File: config.mk
export PLATFORM = sky130hd
export DESIGN_NAME = alu_uart_ctrl_flat
export DESIGN_NICKNAME = d
export VERILOG_FILES = /design/src/rtl/alu_uart_pkg.sv /design/src/rtl/alu_uart_ctrl_if.sv /design/src/rtl/alu_uart_ctrl.sv /design/src/flat_wrapper.sv
export SDC_FILE = /design/constraint.sdc
export NUM_CORES = 1
export LEC_CHECK = 0
export ABC_AREA = 1
export BUFFER_PORTS_ARGS = -buffer_cell sky130_fd_sc_hd__buf_2
export CAP_MARGIN = 20
export CORE_AREA = 2 2 57 59
export DETAILED_ROUTE_END_ITERATION = 7
export DIE_AREA = 0 0 59 61
export HOLD_SLACK_MARGIN = 0.06
export PLACE_DENSITY_LB_ADDON = 0.3
export SETUP_SLACK_MARGIN = 0.15
export SLEW_MARGIN = 20
export SYNTH_ARGS = -nofsm -noshare
export SYNTH_HDL_FRONTEND = slang
export SYNTH_SLANG_ARGS = --single-unit
File: constraint.sdc
create_clock -name i_clock -period 1.6 [get_ports i_clock]
set_clock_uncertainty 0.1 [all_clocks]
set_input_delay 0.24 -clock i_clock [delete_from_list [all_inputs] [get_ports i_clock]]
set_output_delay 0.24 -clock i_clock [all_outputs]
set_load 0.05 [all_outputs]
File: src/rtl/alu_uart_pkg.sv
// ---------------------------------------------------------------------------
// alu_uart_pkg
// Shared definitions for the ALU/UART sequencing controller: the 3-bit state
// encoding, the FSM state type and the ALU operation codes understood by the
// ALU that sits beside the controller at the top level.
// ---------------------------------------------------------------------------
package alu_uart_pkg;

  // State encoding
  localparam logic [2:0] S_GET_A   = 3'd0;
  localparam logic [2:0] S_GET_B   = 3'd1;
  localparam logic [2:0] S_GET_OP  = 3'd2;
  localparam logic [2:0] S_EXEC    = 3'd3;
  localparam logic [2:0] S_SEND    = 3'd4;
  localparam logic [2:0] S_WAIT_TX = 3'd5;

  typedef enum logic [2:0] {
    GET_A   = S_GET_A,
    GET_B   = S_GET_B,
    GET_OP  = S_GET_OP,
    EXEC    = S_EXEC,
    SEND    = S_SEND,
    WAIT_TX = S_WAIT_TX
  } state_t;

  // ALU operation codes
  localparam logic [5:0] OP_ADD = 6'h20;
  localparam logic [5:0] OP_SUB = 6'h22;
  localparam logic [5:0] OP_AND = 6'h24;
  localparam logic [5:0] OP_OR  = 6'h25;
  localparam logic [5:0] OP_XOR = 6'h26;
  localparam logic [5:0] OP_SRA = 6'h03;
  localparam logic [5:0] OP_SRL = 6'h02;
  localparam logic [5:0] OP_NOR = 6'h27;

  // States in which a result is being produced or shipped out; a received
  // byte arriving here has nowhere to go.
  function automatic logic is_busy_state(input state_t s);
    return (s == EXEC) || (s == SEND) || (s == WAIT_TX);
  endfunction

endpackage

File: src/rtl/alu_uart_ctrl_if.sv
// ---------------------------------------------------------------------------
// alu_uart_ctrl_if
// Bundles the controller's connections to the UART RX, the ALU and the UART TX.
//   i_rx_data / i_rx_done   : received byte and its 1-cycle valid pulse
//   i_alu_result            : combinational ALU output
//   i_tx_done               : 1-cycle pulse when TX has finished a byte
//   o_data_a / o_data_b     : signed operands to the ALU
//   o_operation             : ALU op code
//   o_tx_data / o_tx_start  : byte to transmit and its 1-cycle start pulse
//   o_busy                  : result being computed or sent
//   o_rx_overrun            : sticky, a received byte was dropped
// master = controller side, slave = surrounding RX/ALU/TX side.
// ---------------------------------------------------------------------------
interface alu_uart_ctrl_if #(
  parameter int NB_DATA = 8,
  parameter int NB_OP   = 6
);

  logic        [NB_DATA-1:0] i_rx_data;
  logic                      i_rx_done;
  logic        [NB_DATA-1:0] i_alu_result;
  logic                      i_tx_done;
  logic signed [NB_DATA-1:0] o_data_a;
  logic signed [NB_DATA-1:0] o_data_b;
  logic        [NB_OP-1:0]   o_operation;
  logic        [NB_DATA-1:0] o_tx_data;
  logic                      o_tx_start;
  logic                      o_busy;
  logic                      o_rx_overrun;

  modport master (
    input  i_rx_data, i_rx_done, i_alu_result, i_tx_done,
    output o_data_a, o_data_b, o_operation, o_tx_data,
           o_tx_start, o_busy, o_rx_overrun
  );

  modport slave (
    output i_rx_data, i_rx_done, i_alu_result, i_tx_done,
    input  o_data_a, o_data_b, o_operation, o_tx_data,
           o_tx_start, o_busy, o_rx_overrun
  );

endinterface

File: src/rtl/alu_uart_ctrl.sv
// ---------------------------------------------------------------------------
// alu_uart_ctrl
// Collects three UART bytes (operand A, operand B, op code), lets the external
// ALU settle for one cycle, captures its result and hands it to the UART TX,
// then waits for TX completion before accepting the next operand A.
// Ports:
//   i_clock : system clock, rising edge
//   i_reset : synchronous, active-high
//   bus     : alu_uart_ctrl_if.master (RX, ALU and TX connections)
//
// state   | meaning
// --------+-------------------------------------------------------------
// GET_A   | waiting for operand A byte
// GET_B   | waiting for operand B byte
// GET_OP  | waiting for op-code byte
// EXEC    | one cycle for the ALU to settle; result captured at its end
// SEND    | one cycle, o_tx_start high
// WAIT_TX | holding until the TX reports the byte is out
// ---------------------------------------------------------------------------
module alu_uart_ctrl
  import alu_uart_pkg::*;
#(
  parameter int NB_DATA = 8,
  parameter int NB_OP   = 6
) (
  input  logic              i_clock,
  input  logic              i_reset,
  alu_uart_ctrl_if.master   bus
);

  state_t                    state_q;
  state_t                    state_d;

  logic signed [NB_DATA-1:0] data_a_q;
  logic signed [NB_DATA-1:0] data_b_q;
  logic        [NB_OP-1:0]   operation_q;
  logic        [NB_DATA-1:0] tx_data_q;
  logic                      rx_overrun_q;

  always_ff @(posedge i_clock) begin
    if (i_reset) begin
      state_q <= GET_A;
    end else begin
      state_q <= state_d;
    end
  end

  always_comb begin
    state_d = state_q;
    case (state_q)
      GET_A:   if (bus.i_rx_done) state_d = GET_B;
      GET_B:   if (bus.i_rx_done) state_d = GET_OP;
      GET_OP:  if (bus.i_rx_done) state_d = EXEC;
      EXEC:    state_d = SEND;
      SEND:    state_d = WAIT_TX;
      WAIT_TX: if (bus.i_tx_done) state_d = GET_A;
      default: state_d = GET_A;
    endcase
  end

  // Datapath registers. A byte arriving while busy is dropped, operands are
  // left intact and the overrun flag latches until reset.
  always_ff @(posedge i_clock) begin
    if (i_reset) begin
      data_a_q     <= '0;
      data_b_q     <= '0;
      operation_q  <= '0;
      tx_data_q    <= '0;
      rx_overrun_q <= 1'b0;
    end else begin
      if (bus.i_rx_done) begin
        case (state_q)
          GET_A:   data_a_q    <= bus.i_rx_data;
          GET_B:   data_b_q    <= bus.i_rx_data;
          GET_OP:  operation_q <= bus.i_rx_data[NB_OP-1:0];
          EXEC, SEND, WAIT_TX: rx_overrun_q <= 1'b1;
          default: ;
        endcase
      end
      if (state_q == EXEC) begin
        tx_data_q <= bus.i_alu_result;
      end
    end
  end

  assign bus.o_data_a     = data_a_q;
  assign bus.o_data_b     = data_b_q;
  assign bus.o_operation  = operation_q;
  assign bus.o_tx_data    = tx_data_q;
  assign bus.o_rx_overrun = rx_overrun_q;
  assign bus.o_tx_start   = (state_q == SEND);
  assign bus.o_busy       = is_busy_state(state_q);

endmodule

File: src/flat_wrapper.sv
// flat-port wrapper written by rule: the top's interface ports become plain ports
module alu_uart_ctrl_flat import alu_uart_pkg::*;
#(
  parameter int NB_DATA = 8,
  parameter int NB_OP   = 6
)
  (i_clock, i_reset, bus_i_rx_data, bus_i_rx_done, bus_i_alu_result, bus_i_tx_done, bus_o_data_a, bus_o_data_b, bus_o_operation, bus_o_tx_data, bus_o_tx_start, bus_o_busy, bus_o_rx_overrun);
  alu_uart_ctrl_if #(.NB_DATA(NB_DATA), .NB_OP(NB_OP)) bus_i ();
  input  logic i_clock;
  input  logic i_reset;
  input wire logic [$bits(bus_i.i_rx_data)-1:0] bus_i_rx_data;
  input wire logic [$bits(bus_i.i_rx_done)-1:0] bus_i_rx_done;
  input wire logic [$bits(bus_i.i_alu_result)-1:0] bus_i_alu_result;
  input wire logic [$bits(bus_i.i_tx_done)-1:0] bus_i_tx_done;
  output wire logic [$bits(bus_i.o_data_a)-1:0] bus_o_data_a;
  output wire logic [$bits(bus_i.o_data_b)-1:0] bus_o_data_b;
  output wire logic [$bits(bus_i.o_operation)-1:0] bus_o_operation;
  output wire logic [$bits(bus_i.o_tx_data)-1:0] bus_o_tx_data;
  output wire logic [$bits(bus_i.o_tx_start)-1:0] bus_o_tx_start;
  output wire logic [$bits(bus_i.o_busy)-1:0] bus_o_busy;
  output wire logic [$bits(bus_i.o_rx_overrun)-1:0] bus_o_rx_overrun;
  assign bus_i.i_rx_data = bus_i_rx_data;
  assign bus_i.i_rx_done = bus_i_rx_done;
  assign bus_i.i_alu_result = bus_i_alu_result;
  assign bus_i.i_tx_done = bus_i_tx_done;
  assign bus_o_data_a = bus_i.o_data_a;
  assign bus_o_data_b = bus_i.o_data_b;
  assign bus_o_operation = bus_i.o_operation;
  assign bus_o_tx_data = bus_i.o_tx_data;
  assign bus_o_tx_start = bus_i.o_tx_start;
  assign bus_o_busy = bus_i.o_busy;
  assign bus_o_rx_overrun = bus_i.o_rx_overrun;
  alu_uart_ctrl #(.NB_DATA(NB_DATA), .NB_OP(NB_OP)) u_core (.i_clock(i_clock), .i_reset(i_reset), .bus(bus_i));
endmodule
==> flow_metrics.py, run 1 <==
metrics = {
    "routing": {
        "avgViaCountPerCell": 4.90,
        "avgRoutedWirePerCell_um": 11.5,
        "drtIter0Drc": 69,
        "drc_errors": 0,
        "drt_first_pass_iters": 4,
        "postRouteAntennaNets": 0,
        "vias": 1343,
        "drt-total-wl_mm": 3.15,
    },
    "cts": {
        "cts_tree": "yes",
        "numCtsBuffers": 5,
        "clk_latency_ps": 320,
        "clockBufferDepth": 2,
        "clkTransAtPathRegs_ps": 100,
        "cts_max_level": 2,
        "root_buffer": "clkbuf_4",
        "clock_sinks": 34,
    },
    "synth": {
        "syn_area_um2": 1340,
        "yosysMostFrequentCell": "nor2_1",
        "yosysSeqAreaShare": 0.507,
        "synthArstFlopShare": 0,
        "synthCells": 171,
        "synth-seq-cells": 34,
        "synth-main-ff-cell": "dfxtp_1",
        "synth_top_cells_by_area": "dfxtp_1, nor2_1, o21ai_0, nand3_1, a21oi_1",
        "yosys_warnings": 0,
        "synth_edf_count": 0,
        "ys_types": 21,
        "synth_common_cells": "nor2_1, dfxtp_1, o21ai_0",
        "synth_nets": 191,
        "syn_area_per_cell_um2": 7.85,
        "synth_top_area_share": 0.507,
        "synth_top_cell_by_area": "dfxtp_1",
    },
    "global_route": {
        "grt_pass1_vias": 1132,
        "grt-ovfl-total": 0,
        "grt_max_degree": 25,
        "grt_pass1_wl_mm": 4.88,
        "grt_usage": 0.186,
        "antenna_found_initial": 0,
    },
    "timing": {
        "max_freq_ghz": 0.669,
        "finalHoldViolCount": 0,
        "rsz0062_at_grt": "yes",
        "finalSetupTns_ps": 0,
        "tightest_slew_ps": 253,
        "fin_crit_ps": 1500,
        "layout_setup_ws_ps": 105,
        "maxSlewViolCount": 0,
        "finalSetupViolCount": 0,
        "final.period_utilization": 0.935,
        "maxSlewHeadroom": 0.831,
    },
    "worst_setup_path": {
        "endpoint_kind": "output pin",
        "path_buf_inv": 1,
        "rrSetupSlack_ps": 230,
        "rr_endpoint": "u_core.bus.o_data_a[6]",
        "slowest_stage": "dfxtp_4",
        "r2r.worst_path.cells": 6,
        "cp_data_required_time_ps": 1260,
        "worst_ep_arrival_time_ps": 1160,
        "path_cells": "nor2_4 -> nand2_2 -> nand3_2 -> buf_8",
        "cp_max_fo": 4,
        "cp_top_family": "flip-flops",
        "critPathKind": "register to output pin",
        "cp-start-kind": "register",
        "r2r-start": "u_core.state_q[2]",
        "max_stage_delay_ps": 380,
    },
    "die": {
        "start_util": 0.455,
        "core_area_um2": 2950,
        "dieWidth_um": 59,
        "die_y_um": 61,
        "num_rows": 20,
        "ioPinCount": 53,
        "die-area_um2": 3600,
    },
    "final_layout": {
        "drive_above_1_share": 0.369,
        "fillers": 276,
        "antennaDiodeCount": 0,
        "multi_input_area_um2": 602,
        "register_area_um2": 692,
        "area_growth_pct": 37.5,
        "nets": 260,
    },
    "power": {
        "power.density_nw_per_um2": 1180,
        "switching_share": 0.375,
        "power_leakage_nw": 0.896,
        "ir_drop_mv": 0.549,
        "p_int_w": 0.00136,
        "seq_power_share": 0.447,
        "share_comb_of_total_power": 0.331,
        "clkPwrFrac": 0.222,
        "switchingPower_w": 0.000817,
    },
    "place": {
        "hpwlAfterDp_mm": 2.23,
        "pre_cts_ws_ps": 278,
        "port_buffers": 52,
        "gp_congestion": 0.847,
    },
    "worst_hold_path": {
        "min_to": "u_core.bus.o_tx_data[6]",
        "hold_class": "input port to register",
        "hold_depth": 3,
        "min-delay-start": "bus_i_alu_result[6]",
    },
    "outcome": {
        "status": "complete, no violations",
    },
    "job": {
        "cap_violations": 0,
    },
}
## how the worst max path moves through the flow
stage	from	end	slack (ps)	cells after the start
after floorplan	u_core.state_q[2]	u_core.bus.o_rx_overrun	170	7
after global placement	u_core.state_q[0]	bus_o_busy	330	4
after detailed placement	u_core.state_q[0]	u_core.bus.o_tx_data[1]	280	5
after CTS	u_core.state_q[1]	bus_o_busy	130	4
after global routing	u_core.state_q[0]	bus_o_busy	30	4
final	u_core.state_q[0]	bus_o_busy	100	4
## area by class of cell
cell class	instances	area share
Clock buffer	7	0.0298
Clock inverter	1	0.00271
Inverter	11	0.0237
Multi-Input combinational cell	120	0.326
Sequential cell	34	0.375
Tap cell	33	0.0224
Timing Repair Buffer	68	0.220
## what timing repair did
item,in CTS,in global routing
buffers inserted,5,2
pin swaps,2,2
endpoints found under the setup margin,2,14
hold buffers,4,0
hold endpoints to repair,4,0
resized for setup,13,7
## cell families after synthesis
kind of cell | after synthesis | synth area share
and+or+nand+nor | 86 | 0.308
DFF | 34 | 0.507
AOI/OAI and AO/OA | 34 | 0.128
buffers and inverters | 17 | 0.0568
## layout by cell type (no fill, tap or decap), drive strengths merged
cell / Yosys / routed
a21oi: 11 / 11
a31oi: 1 / 1
buf: 4 / 64
clkbuf: 2 / 7
clkinv: 0 / 1
dfxtp: 34 / 34
dlygate4sd3: 0 / 4
inv: 11 / 11
nand2: 16 / 16
nand3: 19 / 19
nor2: 51 / 51
o21ai: 22 / 22
## metrics by stage
stage           util  power (W)  hold slack [ps]  cells  area, um2
2_1_floorplan      -    0.00149              285    171       1340
3_3_place_gp   0.558    0.00164              337    255       1650
3_5_place_dp   0.558    0.00164              348    255       1650
4_1_cts        0.617    0.00218             61.2    272       1820
5_1_grt        0.625    0.00231             77.4    274       1850
6_report       0.625    0.00218             68.6    274       1850
## sequential cells by signal (all words and copies together) (netlist names)
| signal | cells |
|---|---|
| u_core.bus.o_data_b | 8 |
| u_core.bus.o_data_a | 8 |
| u_core.bus.o_tx_data | 8 |
| u_core.bus.o_operation | 6 |
| u_core.state_q | 3 |
| u_core.bus.o_rx_overrun | 1 |
## worst reg2reg max path, stage by stage (launching register included)
cell     delay [ps]
dfxtp_4         370
buf_4           130
buf_4           160
nor2_8          170
nand2_4         130
o21ai_0         180
nor2_1           50
## layer usage
| layer | track usage | wire length, um | vias up |
|---|---|---|---|
| li1 | - | - | 696 |
| met1 | 0.211 | 1380 | 603 |
| met2 | 0.314 | 1520 | 37 |
| met3 | 0.0640 | 189 | 7 |
| met4 | 0.0877 | 63 | 0 |
| met5 | 0 | 0 | - |
## power groups by stage
stage	registers, W	logic [W]	clock network [W]
floorplan	0.00122	0.000261	0
finish	0.000975	0.000721	0.000484
global placement	0.000990	0.000647	0
CTS	0.000976	0.000697	0.000503
detailed placement	0.000994	0.000650	0
global route	0.000986	0.000782	0.000543
Note: power is estimated with default switching activity, not from simulation.
==> run 2, diff against run 1 <==
PLACE_DENSITY = 0.72   (was not set)
PLACE_DENSITY_LB_ADDON = not set   (was 0.3)
==> run 2 against run 1 <==
  * Clock power grew 27%
  * Clock-buffer cell count is the same
  * First-iteration DRC count shrank 33%
  * Worst setup slack gained 12 ps
  * Largest cell class unchanged
  * Largest power group unchanged
  * Highest routed layer unchanged
==> flow_metrics.py, run 2 (same netlist as run 1, synthesis figures left out) <==
metrics = {
    "power": {
        "switchingPower_w": 0.000819,
        "ir_drop_mv": 0.660,
        "seq_power_share": 0.428,
        "share_comb_of_total_power": 0.304,
        "switching_share": 0.358,
        "p_int_w": 0.00147,
        "clkPwrFrac": 0.269,
        "power_leakage_nw": 0.886,
        "power.density_nw_per_um2": 1250,
    },
    "routing": {
        "avgViaCountPerCell": 4.81,
        "avgRoutedWirePerCell_um": 11.4,
        "postRouteAntennaNets": 0,
        "drt-total-wl_mm": 3.09,
        "drc_errors": 0,
        "drt_first_pass_iters": 4,
        "vias": 1303,
        "drtIter0Drc": 46,
    },
    "cts": {
        "clockBufferDepth": 2,
        "clk_latency_ps": 330,
        "root_buffer": "clkbuf_4",
        "numCtsBuffers": 5,
        "cts_max_level": 2,
        "cts_tree": "yes",
        "clock_sinks": 34,
        "clkTransAtPathRegs_ps": 100,
    },
    "final_layout": {
        "antennaDiodeCount": 0,
        "drive_above_1_share": 0.345,
        "nets": 257,
        "area_growth_pct": 36.4,
        "final_cell_mix": "buf_2, nor2_1, dfxtp_1, o21ai_0, nand3_1",
        "final_common_cell": "buf_2",
        "finalNonFillerCells": 271,
    },
    "worst_setup_path": {
        "r2r.worst_path.cells": 6,
        "cp_data_required_time_ps": 1260,
        "worst_ep_arrival_time_ps": 1140,
        "cp-start-kind": "register",
        "rrSetupSlack_ps": 280,
        "rr_endpoint": "u_core.bus.o_operation[5]",
        "cp_max_fo": 5,
        "critPathKind": "register to output pin",
        "r2r-start": "u_core.state_q[2]",
        "endpoint_kind": "output pin",
    },
    "die": {
        "start_util": 0.455,
        "ioPinCount": 53,
        "num_rows": 20,
        "die-area_um2": 3600,
        "core_area_um2": 2950,
        "die_y_um": 61,
        "dieWidth_um": 59,
    },
    "global_route": {
        "antenna_found_initial": 0,
        "grt-ovfl-total": 0,
        "grt_max_degree": 25,
        "grt_pass1_vias": 1069,
        "grt_usage": 0.184,
        "grt_pass1_wl_mm": 4.85,
    },
    "worst_hold_path": {
        "min-delay-start": "bus_i_alu_result[3]",
        "hold_class": "input port to register",
        "hold_depth": 3,
        "min_to": "u_core.bus.o_tx_data[3]",
    },
    "timing": {
        "tightest_slew_ps": 249,
        "final.period_utilization": 0.927,
        "maxSlewViolCount": 0,
        "finalHoldViolCount": 0,
        "fin_crit_ps": 1480,
        "rsz0062_at_grt": "yes",
        "finalSetupTns_ps": 0,
        "maxSlewHeadroom": 0.834,
        "max_freq_ghz": 0.674,
        "finalSetupViolCount": 0,
    },
    "place": {
        "dp_cells": 255,
        "port_buffers": 52,
        "gp_congestion": 0.790,
        "hpwlAfterDp_mm": 2.18,
    },
    "outcome": {
        "status": "complete, no violations",
    },
    "job": {
        "cap_violations": 0,
    },
}
run 2: per-layer routing:
layer / track usage / part of all wire / up-vias
met1: 0.233 / 0.47 / 577
li1: - / - / 689
met3: 0.0384 / 0.045 / 4
met2: 0.292 / 0.47 / 33
met5: 0 / 0 / -
met4: 0.107 / 0.012 / 0
run 2: cell type report:
type	instances	area, um2
Sequential cell	34	689
Multi-Input combinational cell	120	598
Clock buffer	7	45.0
Inverter	11	41.3
Timing Repair Buffer	65	387
Tap cell	33	41.3
Clock inverter	1	30.0
Fill cell	276	1120
run 2: worst max path at each step:
stage | from | endpoint | cells past startpoint
6_report | u_core.state_q[1] | bus_o_busy | 4
5_1_grt | u_core.state_q[1] | bus_o_busy | 4
4_1_cts | u_core.state_q[1] | bus_o_busy | 4
3_5_place_dp | u_core.state_q[0] | u_core.bus.o_tx_data[1] | 5
3_3_place_gp | u_core.state_q[0] | u_core.bus.o_tx_data[1] | 5
2_1_floorplan | u_core.state_q[2] | u_core.bus.o_rx_overrun | 7
run 2: critical path: stages, from the launching register on:
cell	delay, ps
dfxtp_4	380
nor2_4	120
nand2_2	80
nand3_2	90
buf_8	150
run 2: per-stage QoR:
stage / hold WS, ps / utilization / area [um2] / power [W] / setup WS [ps]
CTS: 61.3 / 0.617 / 1820 / 0.00229 / 115
detailed placement: 342 / 0.558 / 1650 / 0.00164 / 281
floorplan: 285 / - / 1340 / 0.00149 / 174
global route: 68.8 / 0.620 / 1830 / 0.00241 / 68.5
global placement: 344 / 0.558 / 1650 / 0.00164 / 308
finish: 62.1 / 0.620 / 1830 / 0.00229 / 117
run 2: power groups by stage:
| stage | sequential (W) | clock [W] | combinational, W |
|---|---|---|---|
| finish | 0.000978 | 0.000615 | 0.000694 |
| floorplan | 0.00122 | 0 | 0.000261 |
| global route | 0.000986 | 0.000672 | 0.000750 |
| detailed placement | 0.000991 | 0 | 0.000650 |
| global placement | 0.000990 | 0 | 0.000645 |
| CTS | 0.000976 | 0.000624 | 0.000691 |
run 2: repair_timing:
action / 4_1_cts / 5_1_grt
endpoints found under the setup margin: 2 / 2
cloned: 0 / 0
hold buffers: 5 / 0
gates resized for setup: 11 / 2
setup buffers: 3 / 0
pin swaps: 1 / 0
hold endpoints to repair: 5 / 0
==> run 3, diff against run 2 <==
CORE_AREA = 5 5 60 62   (was 2 2 57 59)
DIE_AREA = 0 0 65 67   (was 0 0 59 61)
==> run 3 against run 2 <==
  * Design area grew 0.75%
  * Non-clock buffer count grew 3
  * Sequential share of layout area shrank 0.14 points
  * Worst hold slack gained 3.0 ps
  * Sequential cell count is the same
  * Clock power shrank 21%
  * Routed wire length grew 8.9%
  * Die area grew 21%
  * Global-route usage shrank 2.2 points
  * Register-to-register slack is essentially flat
  * Combinational power grew 2%
  * Critical endpoint unchanged
  * Largest power group unchanged
  * Highest routed layer unchanged
==> flow_metrics.py, run 3 (same netlist as run 1, synthesis figures left out) <==
metrics = {
    "cts": {
        "cts_max_level": 2,
        "clock_sinks": 34,
        "clockBufferDepth": 2,
        "numCtsBuffers": 5,
        "cts_tree": "yes",
        "clkTransAtPathRegs_ps": 90,
        "root_buffer": "clkbuf_4",
        "clk_latency_ps": 320,
    },
    "worst_setup_path": {
        "rrSetupSlack_ps": 270,
        "slowest_stage": "dfxtp_4",
        "crit_end": "bus_o_busy",
        "critPathKind": "register to output pin",
        "worst_ep_arrival_time_ps": 1140,
        "path_cells": "nor2_4 -> nand2_2 -> nand3_2 -> buf_8",
        "cp-start-kind": "register",
        "critical_path.startpoint": "u_core.state_q[0]",
        "cp_data_required_time_ps": 1260,
        "r2r.worst_path.cells": 5,
        "cp_max_fo": 5,
        "endpoint_kind": "output pin",
        "max_stage_delay_ps": 380,
        "r2r-start": "u_core.state_q[0]",
        "rr_endpoint": "u_core.bus.o_operation[5]",
    },
    "routing": {
        "drt-total-wl_mm": 3.37,
        "avgRoutedWirePerCell_um": 12.3,
        "avgViaCountPerCell": 4.79,
        "drt_first_pass_iters": 4,
        "postRouteAntennaNets": 0,
        "drtIter0Drc": 49,
        "vias": 1312,
        "drc_errors": 0,
    },
    "timing": {
        "finalSetupViolCount": 0,
        "maxSlewHeadroom": 0.829,
        "maxSlewViolCount": 0,
        "max_freq_ghz": 0.676,
        "final.period_utilization": 0.924,
        "tightest_slew_ps": 258,
        "finalHoldViolCount": 0,
        "rsz0062_at_grt": "yes",
        "finalSetupTns_ps": 0,
        "fin_crit_ps": 1480,
    },
    "final_layout": {
        "area_growth_pct": 37.5,
        "register_area_um2": 692,
        "antennaDiodeCount": 0,
        "design_area_um2": 1850,
        "final_cell_mix": "buf_2, nor2_1, dfxtp_1, o21ai_0, nand3_1",
        "fillers": 277,
        "drive_above_1_share": 0.357,
        "nets": 260,
        "final_common_cell": "buf_2",
        "multi_input_area_um2": 593,
    },
    "global_route": {
        "grt_pass1_vias": 1195,
        "antenna_found_initial": 0,
        "grt_max_degree": 15,
        "grt_usage": 0.162,
        "grt-ovfl-total": 0,
        "grt_pass1_wl_mm": 5.44,
    },
    "power": {
        "ir_drop_mv": 0.620,
        "power.density_nw_per_um2": 1180,
        "power_leakage_nw": 0.892,
    },
    "die": {
        "num_rows": 20,
        "die-area_um2": 4360,
        "die_y_um": 67,
        "core_area_um2": 2980,
        "ioPinCount": 53,
        "dieWidth_um": 65,
        "start_util": 0.451,
    },
    "place": {
        "hpwlAfterDp_mm": 2.39,
        "port_buffers": 52,
        "gp_congestion": 0.761,
        "dpl_cell_area_um2": 1650,
    },
    "worst_hold_path": {
        "hold_depth": 3,
        "hold_class": "input port to register",
    },
    "outcome": {
        "status": "complete, no violations",
    },
    "job": {
        "cap_violations": 0,
    },
}
-- run 3: cell types whose count changed in the layout (fill, tap and decap cells not counted), sizes merged --
cell / before / now
clkinv: 0 / 1
buf: 60 / 62
dlygate4sd3: 5 / 6
bufinv: 1 / 0
-- run 3: stage by stage --
stage	instances	util	setup slack (ps)	total power, W	hold WS (ps)
after global placement	256	0.555	327	0.00164	347
after CTS	271	0.609	119	0.00217	65.8
after global routing	274	0.620	41.9	0.00230	69.6
after detailed placement	256	0.555	301	0.00165	346
final	274	0.620	122	0.00217	65.1
after floorplan	171	-	174	0.00149	285
-- run 3: critical path, delay by kind of cell, from the launching register on --
kind / cells / cell delay (ps)
buffers and inverters: 1 / 150
DFF: 1 / 380
and+or+nand+nor: 3 / 290
-- run 3: worst min-delay path by stage --
stage / start / to
5_1_grt: bus_i_alu_result[6] / u_core.bus.o_tx_data[6]
4_1_cts: bus_i_alu_result[1] / u_core.bus.o_tx_data[1]
2_1_floorplan: bus_i_rx_done / u_core.bus.o_rx_overrun
6_report: bus_i_alu_result[3] / u_core.bus.o_tx_data[3]
3_5_place_dp: u_core.bus.o_rx_overrun / u_core.bus.o_rx_overrun
3_3_place_gp: u_core.bus.o_rx_overrun / u_core.bus.o_rx_overrun
-- run 3: timing repair --
item | in CTS | in global routing
pin swaps | 0 | 1
gates resized for setup | 14 | 3
buffers inserted | 2 | 2
hold buffers | 5 | 1
setup endpoints to repair | 2 | 12
hold endpoints to repair | 5 | 1
-- run 3: power breakdown --
part	internal (W)	leakage [nW]	switching [W]
clock	0.000213	0.0353	0.000273
combinational	0.000211	0.577	0.000495
sequential	0.000927	0.280	0.0000497
-- run 3: cell type report --
type                       count  share of cell area
sequential                    34               0.375
tap                           33              0.0224
clock inverter                 1             0.00271
multi-input combinational    120               0.321
inverter                      11              0.0237
clock buffer                   7              0.0298
timing repair buffer          68               0.225
-- run 3: layer usage --
| layer | wire length, um | up-vias | GRT usage | part of all wire |
|---|---|---|---|---|
| met5 | 0 | - | 0 | 0 |
| met4 | 37 | 0 | 0.0475 | 0.011 |
| met3 | 224 | 6 | 0.0725 | 0.067 |
| met2 | 1590 | 36 | 0.263 | 0.47 |
| met1 | 1520 | 573 | 0.192 | 0.45 |
| li1 | - | 697 | - | - |
